<file path="src/rtl/tpl_ram_writer_if.sv">
`default_nettype none
// ============================================================================
// tpl_ram_writer_if -- stream, template-RAM and status bundle of the writer.
// Rev 1.0
// ============================================================================
interface tpl_ram_writer_if #(
  parameter int ADDR_WIDTH = 11,
  parameter int DATA_WIDTH = 8
);
  logic                  start;
  logic                  s_valid;
  logic [DATA_WIDTH-1:0] s_data;
  logic                  s_last;
  logic                  s_ready;
  logic [ADDR_WIDTH-1:0] ram_addr;
  logic                  ram_wr_en;
  logic [DATA_WIDTH-1:0] ram_wr_data;
  logic [DATA_WIDTH-1:0] ram_rd_data;
  logic                  busy;
  logic                  done;
  logic [ADDR_WIDTH:0]   length;
  logic [15:0]           checksum;
  logic                  check_ok;
  logic                  overflow;

  // Environment side: stream source, RAM and status consumer.
  modport master (
    output start, s_valid, s_data, s_last, ram_rd_data,
    input  s_ready, ram_addr, ram_wr_en, ram_wr_data,
    input  busy, done, length, checksum, check_ok, overflow
  );

  // Writer side.
  modport slave (
    input  start, s_valid, s_data, s_last, ram_rd_data,
    output s_ready, ram_addr, ram_wr_en, ram_wr_data,
    output busy, done, length, checksum, check_ok, overflow
  );
endinterface
`default_nettype wire

</file>
<file path="src/rtl/tpl_ram_writer.sv">
`default_nettype none
// ============================================================================
// tpl_ram_writer -- captures a template stream into RAM, then verifies it by
// reading it back and comparing 16-bit byte sums.  Rev 1.0
// ============================================================================
module tpl_ram_writer #(
  parameter int ADDR_WIDTH = 11,
  parameter int DATA_WIDTH = 8
) (
  input  logic              clk,
  input  logic              tb_rst,
  tpl_ram_writer_if.slave   bus
);
  typedef enum logic [1:0] {
    S_IDLE      = 2'd0,
    S_WRITE     = 2'd1,
    S_READBACK  = 2'd2,
    S_DONE      = 2'd3
  } state_t;

  localparam logic [ADDR_WIDTH:0]   c_CNT_ONE  = 1;
  localparam logic [ADDR_WIDTH-1:0] c_ADDR_ONE = 1;

  state_t                r_state;
  logic [ADDR_WIDTH:0]   r_count;
  logic                  r_term;
  logic                  r_rd_pend;
  logic                  r_rd_final;
  logic [15:0]           r_rd_sum;
  logic                  r_s_ready;
  logic [ADDR_WIDTH-1:0] r_addr;
  logic                  r_wr_en;
  logic [DATA_WIDTH-1:0] r_wr_data;
  logic                  r_busy;
  logic                  r_done;
  logic [ADDR_WIDTH:0]   r_length;
  logic [15:0]           r_wsum;
  logic                  r_check_ok;
  logic                  r_overflow;

  logic                  w_hs;
  logic                  w_full;
  logic                  w_last_addr;
  logic [15:0]           w_rd_sum_next;

  assign w_hs          = bus.s_valid & r_s_ready;
  assign w_full        = (r_count[ADDR_WIDTH-1:0] == '1);
  assign w_last_addr   = ({1'b0, r_addr} == (r_length - c_CNT_ONE));
  assign w_rd_sum_next = r_rd_sum + 16'(bus.ram_rd_data);

  always_ff @(posedge clk or posedge tb_rst) begin
    if (tb_rst) begin
      r_state    <= S_IDLE;
      r_count    <= '0;
      r_term     <= 1'b0;
      r_rd_pend  <= 1'b0;
      r_rd_final <= 1'b0;
      r_rd_sum   <= '0;
      r_s_ready  <= 1'b0;
      r_addr     <= '0;
      r_wr_en    <= 1'b0;
      r_wr_data  <= '0;
      r_busy     <= 1'b0;
      r_done     <= 1'b0;
      r_length   <= '0;
      r_wsum     <= '0;
      r_check_ok <= 1'b0;
      r_overflow <= 1'b0;
    end else begin
      r_done <= 1'b0;
      case (r_state)
        S_IDLE: begin
          r_wr_en <= 1'b0;
          if (bus.start) begin
            r_state    <= S_WRITE;
            r_busy     <= 1'b1;
            r_s_ready  <= 1'b1;
            r_count    <= '0;
            r_term     <= 1'b0;
            r_wsum     <= '0;
            r_rd_sum   <= '0;
            r_overflow <= 1'b0;
            r_check_ok <= 1'b0;
          end
        end
        S_WRITE: begin
          r_wr_en <= w_hs;
          if (w_hs) begin
            r_addr    <= r_count[ADDR_WIDTH-1:0];
            r_wr_data <= bus.s_data;
            r_count   <= r_count + c_CNT_ONE;
            r_wsum    <= r_wsum + 16'(bus.s_data);
            // A full RAM ends the frame too; only then is it an overflow.
            if (bus.s_last || w_full) begin
              r_s_ready  <= 1'b0;
              r_term     <= 1'b1;
              r_overflow <= ~bus.s_last;
            end
          end else if (r_term) begin
            // Terminal write has been on the bus for one cycle.
            r_state    <= S_READBACK;
            r_length   <= r_count;
            r_addr     <= '0;
            r_rd_pend  <= 1'b0;
            r_rd_final <= 1'b0;
          end
        end
        S_READBACK: begin
          if (r_rd_pend) begin
            r_rd_sum <= w_rd_sum_next;
          end
          // RAM data lags the address by one cycle, so the sum closes one
          // cycle after the last address is presented.
          if (r_rd_final) begin
            r_state    <= S_DONE;
            r_done     <= 1'b1;
            r_rd_pend  <= 1'b0;
            r_check_ok <= (w_rd_sum_next == r_wsum);
          end else begin
            r_rd_pend <= 1'b1;
            if (w_last_addr) begin
              r_rd_final <= 1'b1;
            end else begin
              r_addr <= r_addr + c_ADDR_ONE;
            end
          end
        end
        S_DONE: begin
          r_state <= S_IDLE;
          r_busy  <= 1'b0;
        end
        default: begin
          r_state <= S_IDLE;
        end
      endcase
    end
  end

  assign bus.s_ready     = r_s_ready;
  assign bus.ram_addr    = r_addr;
  assign bus.ram_wr_en   = r_wr_en;
  assign bus.ram_wr_data = r_wr_data;
  assign bus.busy        = r_busy;
  assign bus.done        = r_done;
  assign bus.length      = r_length;
  assign bus.checksum    = r_wsum;
  assign bus.check_ok    = r_check_ok;
  assign bus.overflow    = r_overflow;
endmodule
`default_nettype wire
</file>
<file path="src/flat_wrapper.sv">
// flat-port wrapper written by rule: the top's interface ports become plain ports
module tpl_ram_writer_flat 
#(
  parameter int ADDR_WIDTH = 11,
  parameter int DATA_WIDTH = 8
)
  (clk, tb_rst, bus_start, bus_s_valid, bus_s_data, bus_s_last, bus_ram_rd_data, bus_s_ready, bus_ram_addr, bus_ram_wr_en, bus_ram_wr_data, bus_busy, bus_done, bus_length, bus_checksum, bus_check_ok, bus_overflow);
  tpl_ram_writer_if #(.ADDR_WIDTH(ADDR_WIDTH), .DATA_WIDTH(DATA_WIDTH)) bus_i ();
  input  logic clk;
  input  logic tb_rst;
  input wire logic [$bits(bus_i.start)-1:0] bus_start;
  input wire logic [$bits(bus_i.s_valid)-1:0] bus_s_valid;
  input wire logic [$bits(bus_i.s_data)-1:0] bus_s_data;
  input wire logic [$bits(bus_i.s_last)-1:0] bus_s_last;
  input wire logic [$bits(bus_i.ram_rd_data)-1:0] bus_ram_rd_data;
  output wire logic [$bits(bus_i.s_ready)-1:0] bus_s_ready;
  output wire logic [$bits(bus_i.ram_addr)-1:0] bus_ram_addr;
  output wire logic [$bits(bus_i.ram_wr_en)-1:0] bus_ram_wr_en;
  output wire logic [$bits(bus_i.ram_wr_data)-1:0] bus_ram_wr_data;
  output wire logic [$bits(bus_i.busy)-1:0] bus_busy;
  output wire logic [$bits(bus_i.done)-1:0] bus_done;
  output wire logic [$bits(bus_i.length)-1:0] bus_length;
  output wire logic [$bits(bus_i.checksum)-1:0] bus_checksum;
  output wire logic [$bits(bus_i.check_ok)-1:0] bus_check_ok;
  output wire logic [$bits(bus_i.overflow)-1:0] bus_overflow;
  assign bus_i.start = bus_start;
  assign bus_i.s_valid = bus_s_valid;
  assign bus_i.s_data = bus_s_data;
  assign bus_i.s_last = bus_s_last;
  assign bus_i.ram_rd_data = bus_ram_rd_data;
  assign bus_s_ready = bus_i.s_ready;
  assign bus_ram_addr = bus_i.ram_addr;
  assign bus_ram_wr_en = bus_i.ram_wr_en;
  assign bus_ram_wr_data = bus_i.ram_wr_data;
  assign bus_busy = bus_i.busy;
  assign bus_done = bus_i.done;
  assign bus_length = bus_i.length;
  assign bus_checksum = bus_i.checksum;
  assign bus_check_ok = bus_i.check_ok;
  assign bus_overflow = bus_i.overflow;
  tpl_ram_writer #(.ADDR_WIDTH(ADDR_WIDTH), .DATA_WIDTH(DATA_WIDTH)) u_core (.clk(clk), .tb_rst(tb_rst), .bus(bus_i));
endmodule
</file>
<file path="config.mk">
export PLATFORM = sky130hd
export DESIGN_NAME = tpl_ram_writer_flat
export DESIGN_NICKNAME = d
export VERILOG_FILES = /design/src/rtl/tpl_ram_writer_if.sv /design/src/rtl/tpl_ram_writer.sv /design/src/flat_wrapper.sv
export SDC_FILE = /design/constraint.sdc
export NUM_CORES = 1
export LEC_CHECK = 0
export BUFFER_PORTS_ARGS = -buffer_cell sky130_fd_sc_hd__buf_2
export CAP_MARGIN = 20
export CORE_MARGIN = 2
export CORE_UTILIZATION = 25
export CTS_CLUSTER_SIZE = 30
export DETAILED_ROUTE_END_ITERATION = 6
export GPL_ROUTABILITY_DRIVEN = 0
export MAX_ROUTING_LAYER = met4
export SLEW_MARGIN = 20
export SYNTH_ARGS = -nofsm -noshare
export SYNTH_HDL_FRONTEND = slang
export SYNTH_SLANG_ARGS = --single-unit
</file>
<file path="constraint.sdc">
create_clock -name clk -period 6.3 [get_ports clk]
set_clock_uncertainty 0.1 [all_clocks]
set_input_delay 1.26 -clock clk [delete_from_list [all_inputs] [get_ports clk]]
set_output_delay 1.26 -clock clk [all_outputs]
set_load 0.05 [all_outputs]
</file>
# Yosys cells after proc, flatten, opt, wreduce, memory -nomap -nowiden
# Cells that the tools add are included.
# word_totals
reg_bits	86
latch_bits	0
mem_bits_rw	0
rom_bits	0
output_inout_bits	53
word_cells	98
mem_count	0
# op_classes
n_addsub	5
n_mul	0
n_div	0
n_lt_le_gt_ge	0
n_eq_ne	16
shifts	0
muxes	42
bitwise_logic	3
reduce_logical	16
# op_table
cell	count
one-hot mux 16 bit (2 select lines)	2
2-to-1 mux 16 bit	3
2-to-1 mux 11 bit	4
adder 16 x 8 -> 16 bit	2
2-to-1 mux 12 bit	2
one-hot mux 12 bit (2 select lines)	1
one-hot mux 11 bit (2 select lines)	1
== test 16 bit	1
2-to-1 mux 1 bit	16
one-hot mux 1 bit (2 select lines)	8
AND reduction 3 bit	5
adder 12 x 1 -> 12 bit (second input constant)	1
== test 11 x 12 -> 1 bit	1
AND reduction 4 bit	3
subtractor 12 x 1 -> 12 bit (second input constant)	1
adder 11 x 1 -> 11 bit (second input constant)	1
== test 11 bit (second input constant)	1
!= test 2 x 1 -> 1 bit (second input constant)	5
2-to-1 mux 2 bit	4
!= test 2 bit (second input constant)	4
one-hot mux 2 bit (4 select lines)	1
nonzero test 2 bit	4
== test 2 bit (second input constant)	2
AND reduction 2 bit	2
other kinds (6)	7

# Longest topological paths before layout
# Gate-level depths: netlist (run 1).
# depth
word_depth	5
mapped_depth	11

# Worst setup path after synthesis (run 1)
# No wires, ideal clock.
# synth_timing
path_type	input -> register
start	input port bus_ram_rd_data[0]
end	register u_core.r_check_ok (netlist: u_core.bus.check_ok)
setup_ns	0.067
arrival_ns	3.435
required_time_ns	6.133
path_slack_ns	2.698
path_stages	10
path_cell_list	ha_1 -> inv_1 -> fa_1 -> nor2b_1 -> o2111ai_1 -> a31o_2 -> or4_1 -> a221oi_1 -> nand4_1 -> nand2_1
# synth_via
elab_chain_len	4
# synth_rtl
element	line	rtl
start, declared	flat_wrapper.sv:15	input wire logic [$bits(bus_i.ram_rd_data)-1:0] bus_ram_rd_data;
adder 16 x 8 -> 16 bit	tpl_ram_writer.sv:49	assign w_rd_sum_next = r_rd_sum + 16'(bus.ram_rd_data);
== test 16 bit	tpl_ram_writer.sv:118	r_check_ok <= (w_rd_sum_next == r_wsum);
2-to-1 mux 1 bit	tpl_ram_writer.sv:114	if (r_rd_final) begin
one-hot mux 1 bit (2 select lines)	tpl_ram_writer.sv:71	case (r_state)
end signal, assigned	tpl_ram_writer.sv:118	
end, declared	tpl_ram_writer.sv:38	logic r_check_ok;
# No other way between the ends. The select of a mux whose other input is x is not followed.
# A chain may end at the register's enable or synchronous reset.

# Worst setup path in the final report (run 1)
# layout_timing
start	input port bus_ram_rd_data[5]
end	register u_core.r_check_ok (netlist: u_core.bus.check_ok)
# The elaborated chain is that of the path after synthesis.

==> results of run 1 <==
worst max-delay path: cells and delay by family:
kind	cells	cell delay (ns)
adders and majority gates	1	0.45
AOI/OAI and AO/OA	3	1.10
buffers and inverters	1	0.10
and+or+nand+nor	4	0.93
metal layers:
metal  vias up  wire length, µm
met3        24              554
met4         0              350
li1       2369                -
met2       124             6970
met1      2324             7410
met5         -                0
sequential cells by signal, indices dropped and copies added (netlist names), 2 cells and up:
name and count:
u_core.bus.checksum 16, u_core.r_rd_sum 16, u_core.bus.length 12, u_core.r_count 12, u_core.bus.ram_addr 11, u_core.bus.ram_wr_data 8
u_core.r_state 2
path summary, 6_finish.rpt:
kind	startpoint	end	slack, ns	cells after the start
setup reg to reg	u_core.r_rd_sum[5]	u_core.bus.check_ok	3.25	8
max in group asynchronous	tb_rst	u_core.r_state[0]	4.07	3
min in group asynchronous	tb_rst	u_core.bus.length[9]	0.88	2
hold / removal	u_core.bus.ram_wr_en	u_core.bus.ram_wr_en	0.38	2
setup / recovery	bus_ram_rd_data[5]	u_core.bus.check_ok	2.66	9
hold reg to reg	u_core.bus.ram_wr_en	u_core.bus.ram_wr_en	0.38	2
metrics by stage:
step	total power, µW	setup WS, ns
4_1_cts	1740	2.75
2_1_floorplan	1070	2.70
5_1_grt	1830	2.46
3_3_place_gp	1180	2.42
3_5_place_dp	1180	2.38
6_report	1730	2.66
kinds of logic (layout without fill, tap and decap cells):
logic type | Yosys count | count (layout)
muxes | 25 | 25
buffers and inverters | 47 | 115
xor gates and xnor gates | 50 | 50
adders and majority gates | 25 | 25
and+or+nand+nor | 229 | 229
AOI/OAI and AO/OA | 156 | 156
DFF | 86 | 86
cell usage in the layout, fill, tap and decap left out, types with 4 or more instances in the layout:
cell type / n
dfrtp_1: 86
buf_2: 73
nand2_1: 68
nor2_1: 54
o21ai_0: 43
a21oi_1: 37
nand3_1: 28
xnor2_1: 28
ha_1: 23
mux2_2: 22
xor2_1: 20
inv_1: 20
nor3_1: 16
and3_1: 12
a31oi_1: 11
nand2b_1: 10
a22o_1: 10
clkbuf_16: 9
or3_1: 7
nand4_1: 6
and2_1: 5
nor4_1: 5
nor2b_1: 4
a21o_1: 4
o31ai_1: 4
buf_4: 4
power breakdown:
| group | switching (µW) | internal [µW] | total, µW |
|---|---|---|---|
| clock | 227 | 319 | 546 |
| combinational | 312 | 230 | 542 |
| sequential | 46.1 | 597 | 643 |
| total | 586 | 1150 | 1730 |
cell type report:
cell class | count | area [µm²] | share of cell area
inverters | 22 | 83.8 | 0.0129
repair buffers | 77 | 395 | 0.0608
flip-flops and latches | 86 | 2150 | 0.331
well taps | 280 | 350 | 0.0538
clock buffers | 11 | 243 | 0.0373
multi-input cells | 485 | 3230 | 0.496
clock inverters | 5 | 57.6 | 0.00884
==> out/summary.txt, run 1 <==
WL final = 15300 µm
CP required = 6.50 ns
wire per inst = 15.8 µm
CP max FO = 9
Total Routing Usage GR = 0.133
placed cells = 950
# fillers = 2290
highest-delay cell along the critical path = or4_1
syn avg cell area = 9.02 µm²
Max-slew headroom = 0.379
routed vias = 4841
ys async rst share = 1.00
DRC violations left = 0
# IOs = 74
Die X = 153 µm
mux share of post-synthesis cell area = 0.0498
met2 Use GR = 0.202
Yosys cell types = 70
Post-CTS Setup Bufs = 0
post-route clock period utilization = 0.578
area growth from synthesis to layout = 16.8%
die area = 0.0235 mm²
Die Ht = 153 µm
Top FF cell, synth = dfrtp_1
post-synth top area share = 0.386
Cell Area, Synth = 0.00557 mm²
core area = 0.0218 mm²
vias per cell = 5.01
f_max = 275 MHz
CTS Buffer Depth = 2
first-pass GRT wire length = 24600 µm
most used cell, CP = nand2_1
Synth Warn # = 0
CP Cell Sequence = buf_2 > ha_1 > nand2_1 > o21ai_1 > a31oi_1 > or4_1 > a2111oi_0 > nand4_1 > nand2_1
final hold slack = 0.383 ns
fin crit period = 3.64 ns
Overflow after GRT = 0
top post-synthesis cells by area = dfrtp_1 (39%), ha_1 (5.2%), nand2_1 (4.6%)
maximum VDD drop = 0.118 mV
Clock Latency Late Sink = 0.35 ns
Setup Crit Path Kind = primary input to flip-flop
measured slew at the worst slew-check pin = 0.931 ns
Rows = 54
pwr dens = 266 mW/mm²
Layout Utilization = 0.298
post_cts resized = 0
Yosys reg bits = 86
Max Slew Vio Count = 0
synth cell count leaders = dfrtp_1 (86), nand2_1 (68), nor2_1 (54), o21ai_0 (43), a21oi_1 (37)
root buf cell = clkbuf_16
simple-gate share of the synthesized area = 0.199
Adder-Cell Fraction of Synth Area = 0.0588
placed cell areas = 0.00621 mm²
ANT cells = 0
complex-gate fraction of the synthesized area = 0.188
largest family of logic cells by synthesized area = simple AND/OR/NAND/NOR gates
dpl hpwl = 11300 µm
static leakage = 0.00306 µW
port buffer count = 73
sequential element share of the synthesized area = 0.386
setup violators final = 0
met3 Use GR = 0.0190
CP max stage delay = 0.54 ns
met1 Track Usage GR = 0.179
Clock transition at path regs = 0.07 ns
top cell type by total area after synthesis = dfrtp_1
CTS Buf Count = 9
critical path arrival = 3.84 ns
syn nets = 664
fraction of layout cells with a size suffix above 1 = 0.181
Design Area, Final = 0.00651 mm²
largest net degree at the start of global routing = 51
max-cap violation count = 0
post-synthesis xor/xnor area fraction = 0.0835
CTS H-tree lvls = 3
1st-iter DRT viols = 401
Gate Count Post-Synth = 618
Min-Delay Path Class = flip-flop to flip-flop
antenna violations before repair = 0
busiest grt layer = met2
RSZ-0062 raised after global routing = false
Critical Path End Type = flip-flop
startpoint types = primary input
Post-CTS Hold Buffers = 0
Starting Density = 0.255
status = finished clean
final hold viol count = 0
number of global-route vias before repair = 4498
most frequent cell after synthesis = dfrtp_1
Initial DRT Pass Iterations = 7
TritonCTS clock tree = done
Post-synth EDFFs = 0
Final #Nets = 727
DRT antenna net count = 0
Post-Route Setup TNS = 0 ns
Layout Cells excl Fill = 966
# clock sinks = 86
Note: power is estimated with default switching activity, not from simulation.
==> run 2, diff against run 1 <==
Clock period 6.3 ns to 3.65 ns, I/O delays scaled along.
==> out/summary.txt, run 2 (synthesized netlist as in run 1, its figures left out) <==
DRC violations left = 0
area of the multi-input gates = 0.00323 mm²
CTS Buffer Depth = 2
status = finished clean
antenna violations before repair = 1
fin crit period = 3.09 ns
commonest non-fill, non-tap cell in the layout = dfrtp_1
Max-slew headroom = 0.567
Starting Density = 0.255
Rows = 54
first-pass GRT wire length = 24800 µm
die area = 0.0235 mm²
P_int = 2040 µW
Die X = 153 µm
post-route clock period utilization = 0.847
Layout Cells excl Fill = 972
startpoint types = primary input
DRT antenna net count = 0
maximum VDD drop = 0.189 mV
Post-Route Setup TNS = 0 ns
setup violators final = 0
Setup Crit Path Kind = primary input to flip-flop
routed vias = 4861
wire per inst = 15.5 µm
Final #Nets = 732
# fillers = 2292
1st-iter DRT viols = 362
placed cells = 955
flop-to-flop setup slack = 0.65 ns
RSZ-0062 raised after global routing = false
CP max FO = 8
WL final = 15100 µm
TritonCTS clock tree = done
Min-Delay Path Class = primary input to async pin
vias per cell = 5.00
Die Ht = 153 µm
pwr dens = 463 mW/mm²
final hold viol count = 0
largest net degree at the start of global routing = 34
Net Sw Power = 1000 µW
Comb pwr share = 0.309
Reg area = 0.00215 mm²
Clock transition at path regs = 0.07 ns
Layout Utilization = 0.301
Critical Path End Type = flip-flop
Max Slew Vio Count = 0
CP required = 3.84 ns
Switching Fraction = 0.330
# clock sinks = 86
Overflow after GRT = 0
measured slew at the worst slew-check pin = 0.648 ns
port buffer count = 73
Total Routing Usage GR = 0.134
core area = 0.0218 mm²
fraction of layout cells with a size suffix above 1 = 0.187
area growth from synthesis to layout = 17.8%
CP max stage delay = 0.54 ns
max-cap violation count = 0
Clock power frac = 0.327
highest-delay cell along the critical path = or4_1
pre-CTS WS = 0.255 ns
CP Cell Sequence = buf_2 > ha_1 > o21ai_0 > o211ai_2 > a31oi_1 > or4_1 > a2111oi_0 > nand4_1 > nand2_1
CTS H-tree lvls = 3
Post-CTS Hold Buffers = 0
dpl hpwl = 11600 µm
Initial DRT Pass Iterations = 4
root buf cell = clkbuf_16
Clock Latency Late Sink = 0.35 ns
CTS Buf Count = 9
sequential power share = 0.364
f_max = 323 MHz
critical path arrival = 3.28 ns
# IOs = 74
Post-CTS Setup Bufs = 0
PnR worst setup slack = 0.557 ns
number of global-route vias before repair = 4641
static leakage = 0.00309 µW
most frequent cells in the layout = dfrtp_1 (86), buf_2 (73), nand2_1 (68), nor2_1 (54), o21ai_0 (43)
post_cts resized = 0
[run 2: final cells by class]
cell class	instances	share of cell area
multi-input combinational	485	0.492
antenna	1	0.000381
clock inverter	6	0.0132
inverter	22	0.0128
clock buffer	10	0.0349
timing repair buffer	82	0.0660
sequential	86	0.328
tap	280	0.0534
[run 2: final timing paths]
| kind | startpoint | endpoint | depth (start not counted) |
|---|---|---|---|
| worst min register to register | u_core.bus.ram_wr_en | u_core.bus.ram_wr_en | 2 |
| worst min-delay path | tb_rst | u_core.bus.ram_addr[9] | 2 |
| max in group asynchronous | tb_rst | u_core.r_rd_sum[1] | 3 |
| worst max register to register | u_core.r_rd_sum[3] | u_core.bus.check_ok | 8 |
| worst max-delay path | bus_ram_rd_data[3] | u_core.bus.check_ok | 9 |
| min in group clk | u_core.bus.ram_wr_en | u_core.bus.ram_wr_en | 2 |
[run 2: per-stage QoR]
stage / cell area (µm²) / total power [µW] / hold WS, ns
floorplan: 5570 / 1850 / 0.353
global placement: 6240 / 2040 / 0.360
detailed placement: 6240 / 2050 / 0.365
CTS: 6560 / 3060 / 0.333
global route: 6560 / 3220 / 0.367
finish: 6560 / 3040 / 0.319
[run 2: worst max-delay path, delay by kind of cell]
family	cells	cell delay, ns
buffers and inverters	1	0.10
and+or+nand+nor	3	0.77
adders and majority gates	1	0.40
AOI/OAI and AO/OA	4	1.28
[run 2: power groups by stage]
stage          Clock (µW)  Combinational (µW)  Sequential [µW]
6_report              992                 939             1110
5_1_grt              1050                1050             1120
4_1_cts              1020                 932             1110
3_5_place_dp            0                 927             1120
3_3_place_gp            0                 914             1120
2_1_floorplan           0                 760             1090
[run 2: metal layers]
metal  vias to the layer above  part of all wire  global-route usage
met5                         -                 0                   -
met4                         0             0.029              0.0538
met3                        26             0.035              0.0210
met2                        93              0.46               0.207
met1                      2354              0.47               0.177
li1                       2388                 -                   -
==> run 3, diff against run 2 <==
Clock period 3.65 ns to 2.8 ns, I/O delays scaled along.
==> out/summary.txt, run 3 (synthesized netlist as in run 1, its figures left out) <==
status = finished clean
Min-Delay Path Class = primary input to async pin
wire length on met2 = 7210 µm
port buffer count = 73
core area = 0.0218 mm²
fin crit period = 2.63 ns
M1 wire length = 7470 µm
largest net degree at the start of global routing = 27
routed vias = 4983
static leakage = 0.00325 µW
DRC violations left = 0
Max Slew Vio Count = 0
area growth from synthesis to layout = 22.9%
Initial DRT Pass Iterations = 5
final hold slack = 0.112 ns
Overflow after GRT = 0
Rows = 54
Setup Crit Path Kind = flip-flop to flip-flop
CTS Buffer Depth = 2
number of global-route vias before repair = 4761
root buf cell = clkbuf_16
DRT antenna net count = 0
Total Routing Usage GR = 0.139
# fillers = 2287
Die X = 153 µm
vias per cell = 4.93
# clock sinks = 86
Clock Latency Late Sink = 0.34 ns
Clock transition at path regs = 0.06 ns
Highest Signal Layer = met4
RSZ-0062 raised after global routing = false
CTS H-tree lvls = 3
CP max stage delay = 0.59 ns
commonest non-fill, non-tap cell in the layout = dfrtp_1
TritonCTS clock tree = done
measured slew at the worst slew-check pin = 0.659 ns
dpl hpwl = 12100 µm
final hold viol count = 0
Max-slew headroom = 0.560
post-route clock period utilization = 0.940
# IOs = 74
highest-delay cell along the critical path = or4_4
most used cell, CP = a21oi_1
Post-CTS Hold Buffers = 0
Starting Density = 0.255
startpoint types = flip-flop
setup violators final = 0
CP required = 2.96 ns
wire per inst = 15.5 µm
CP max FO = 8
antenna violations before repair = 0
first-pass GRT wire length = 25700 µm
max-cap violation count = 0
f_max = 380 MHz
fraction of layout cells with a size suffix above 1 = 0.238
most frequent cells in the layout = dfrtp_1 (85), buf_2 (73), nand2_1 (68), nor2_1 (54), buf_4 (51)
Die Ht = 153 µm
ANT cells = 0
CTS Buf Count = 9
pwr dens = 594 mW/mm²
WP buf/inv = 1
Critical Path End Type = flip-flop
Crit path max-delay family = simple AND/OR/NAND/NOR gates
WL final = 15700 µm
met3 wire len = 634 µm
CP Cell Sequence = or4_4 > or3_1 > a21oi_1 > o31ai_4 > a31oi_4 > buf_4 > a21oi_1 > a21oi_1
Final #Nets = 774
critical path arrival = 2.79 ns
1st-iter DRT viols = 329
die area = 0.0235 mm²
Post-Route Setup TNS = 0 ns
maximum VDD drop = 0.302 mV
## run 3: changes by cell type in the layout (fill, tap and decap cells not counted), moves of 2 or more
cell        delta
buf_4         +42
clkinv_2       -3
clkinvlp_4     +3
bufinv_16      -2
## run 3: final cells by class
type                    instances  area, µm²  share of cell area
multi-input cells             485       3240               0.474
flip-flops and latches         86       2150               0.314
repair buffers                124        748               0.109
well taps                     280        350              0.0512
clock buffers                  11        243              0.0354
inverters                      22       86.3              0.0126
clock inverters                 3       22.5             0.00329
## run 3: power breakdown
group | switching [µW] | internal (µW) | total [µW]
clock network | 498 | 616 | 1110
logic | 775 | 737 | 1510
registers | 101 | 1340 | 1440
total | 1370 | 2700 | 4070
## run 3: timing repair
item	4_1_cts	5_1_grt
setup buffers	0	1
resized for setup	0	4
endpoints found under the setup margin	0	4
## run 3: final timing paths
kind | slack [ns] | cells past startpoint | startpoint | endpoint
min reg2reg | 0.38 | 2 | u_core.r_rd_sum[7] | u_core.r_rd_sum[7]
min in group clk | 0.38 | 2 | bus_s_data[5] | u_core.bus.ram_wr_data[5]
min | 0.11 | 2 | tb_rst | u_core.bus.length[4]
max | 0.17 | 8 | u_core.bus.length[3] | u_core.bus.ram_addr[4]
max reg2reg | 0.17 | 8 | u_core.bus.length[3] | u_core.bus.ram_addr[4]
max in group asynchronous | 1.70 | 4 | tb_rst | u_core.bus.ram_wr_data[2]
## run 3: worst register-to-register path, cell delays in order (launching register included)
cell and delay [ns]:
dfrtp_1 0.48, or4_4 0.59, or3_1 0.36, a21oi_1 0.24
o31ai_4 0.10, a31oi_4 0.26, buf_4 0.21, a21oi_1 0.06
a21oi_1 0.15
## run 3: through the flow
step / setup WS [ns] / std cells / area, µm² / power (µW) / util
after floorplan: -0.0514 / 618 / 5590 / 2430 / -
after global placement: -0.157 / 996 / 6560 / 2910 / 0.301
after detailed placement: -0.227 / 996 / 6560 / 2930 / 0.301
after CTS: 0.0609 / 1010 / 6830 / 4060 / 0.313
after global routing: 0.00486 / 1011 / 6850 / 4320 / 0.314
final: 0.168 / 1011 / 6850 / 4070 / 0.314
## run 3: routing by layer
metal  vias to the layer above  track usage
met5                         -            -
met4                         0       0.0600
met3                        18       0.0207
met2                       114        0.208
met1                      2392        0.187
li1                       2459            -
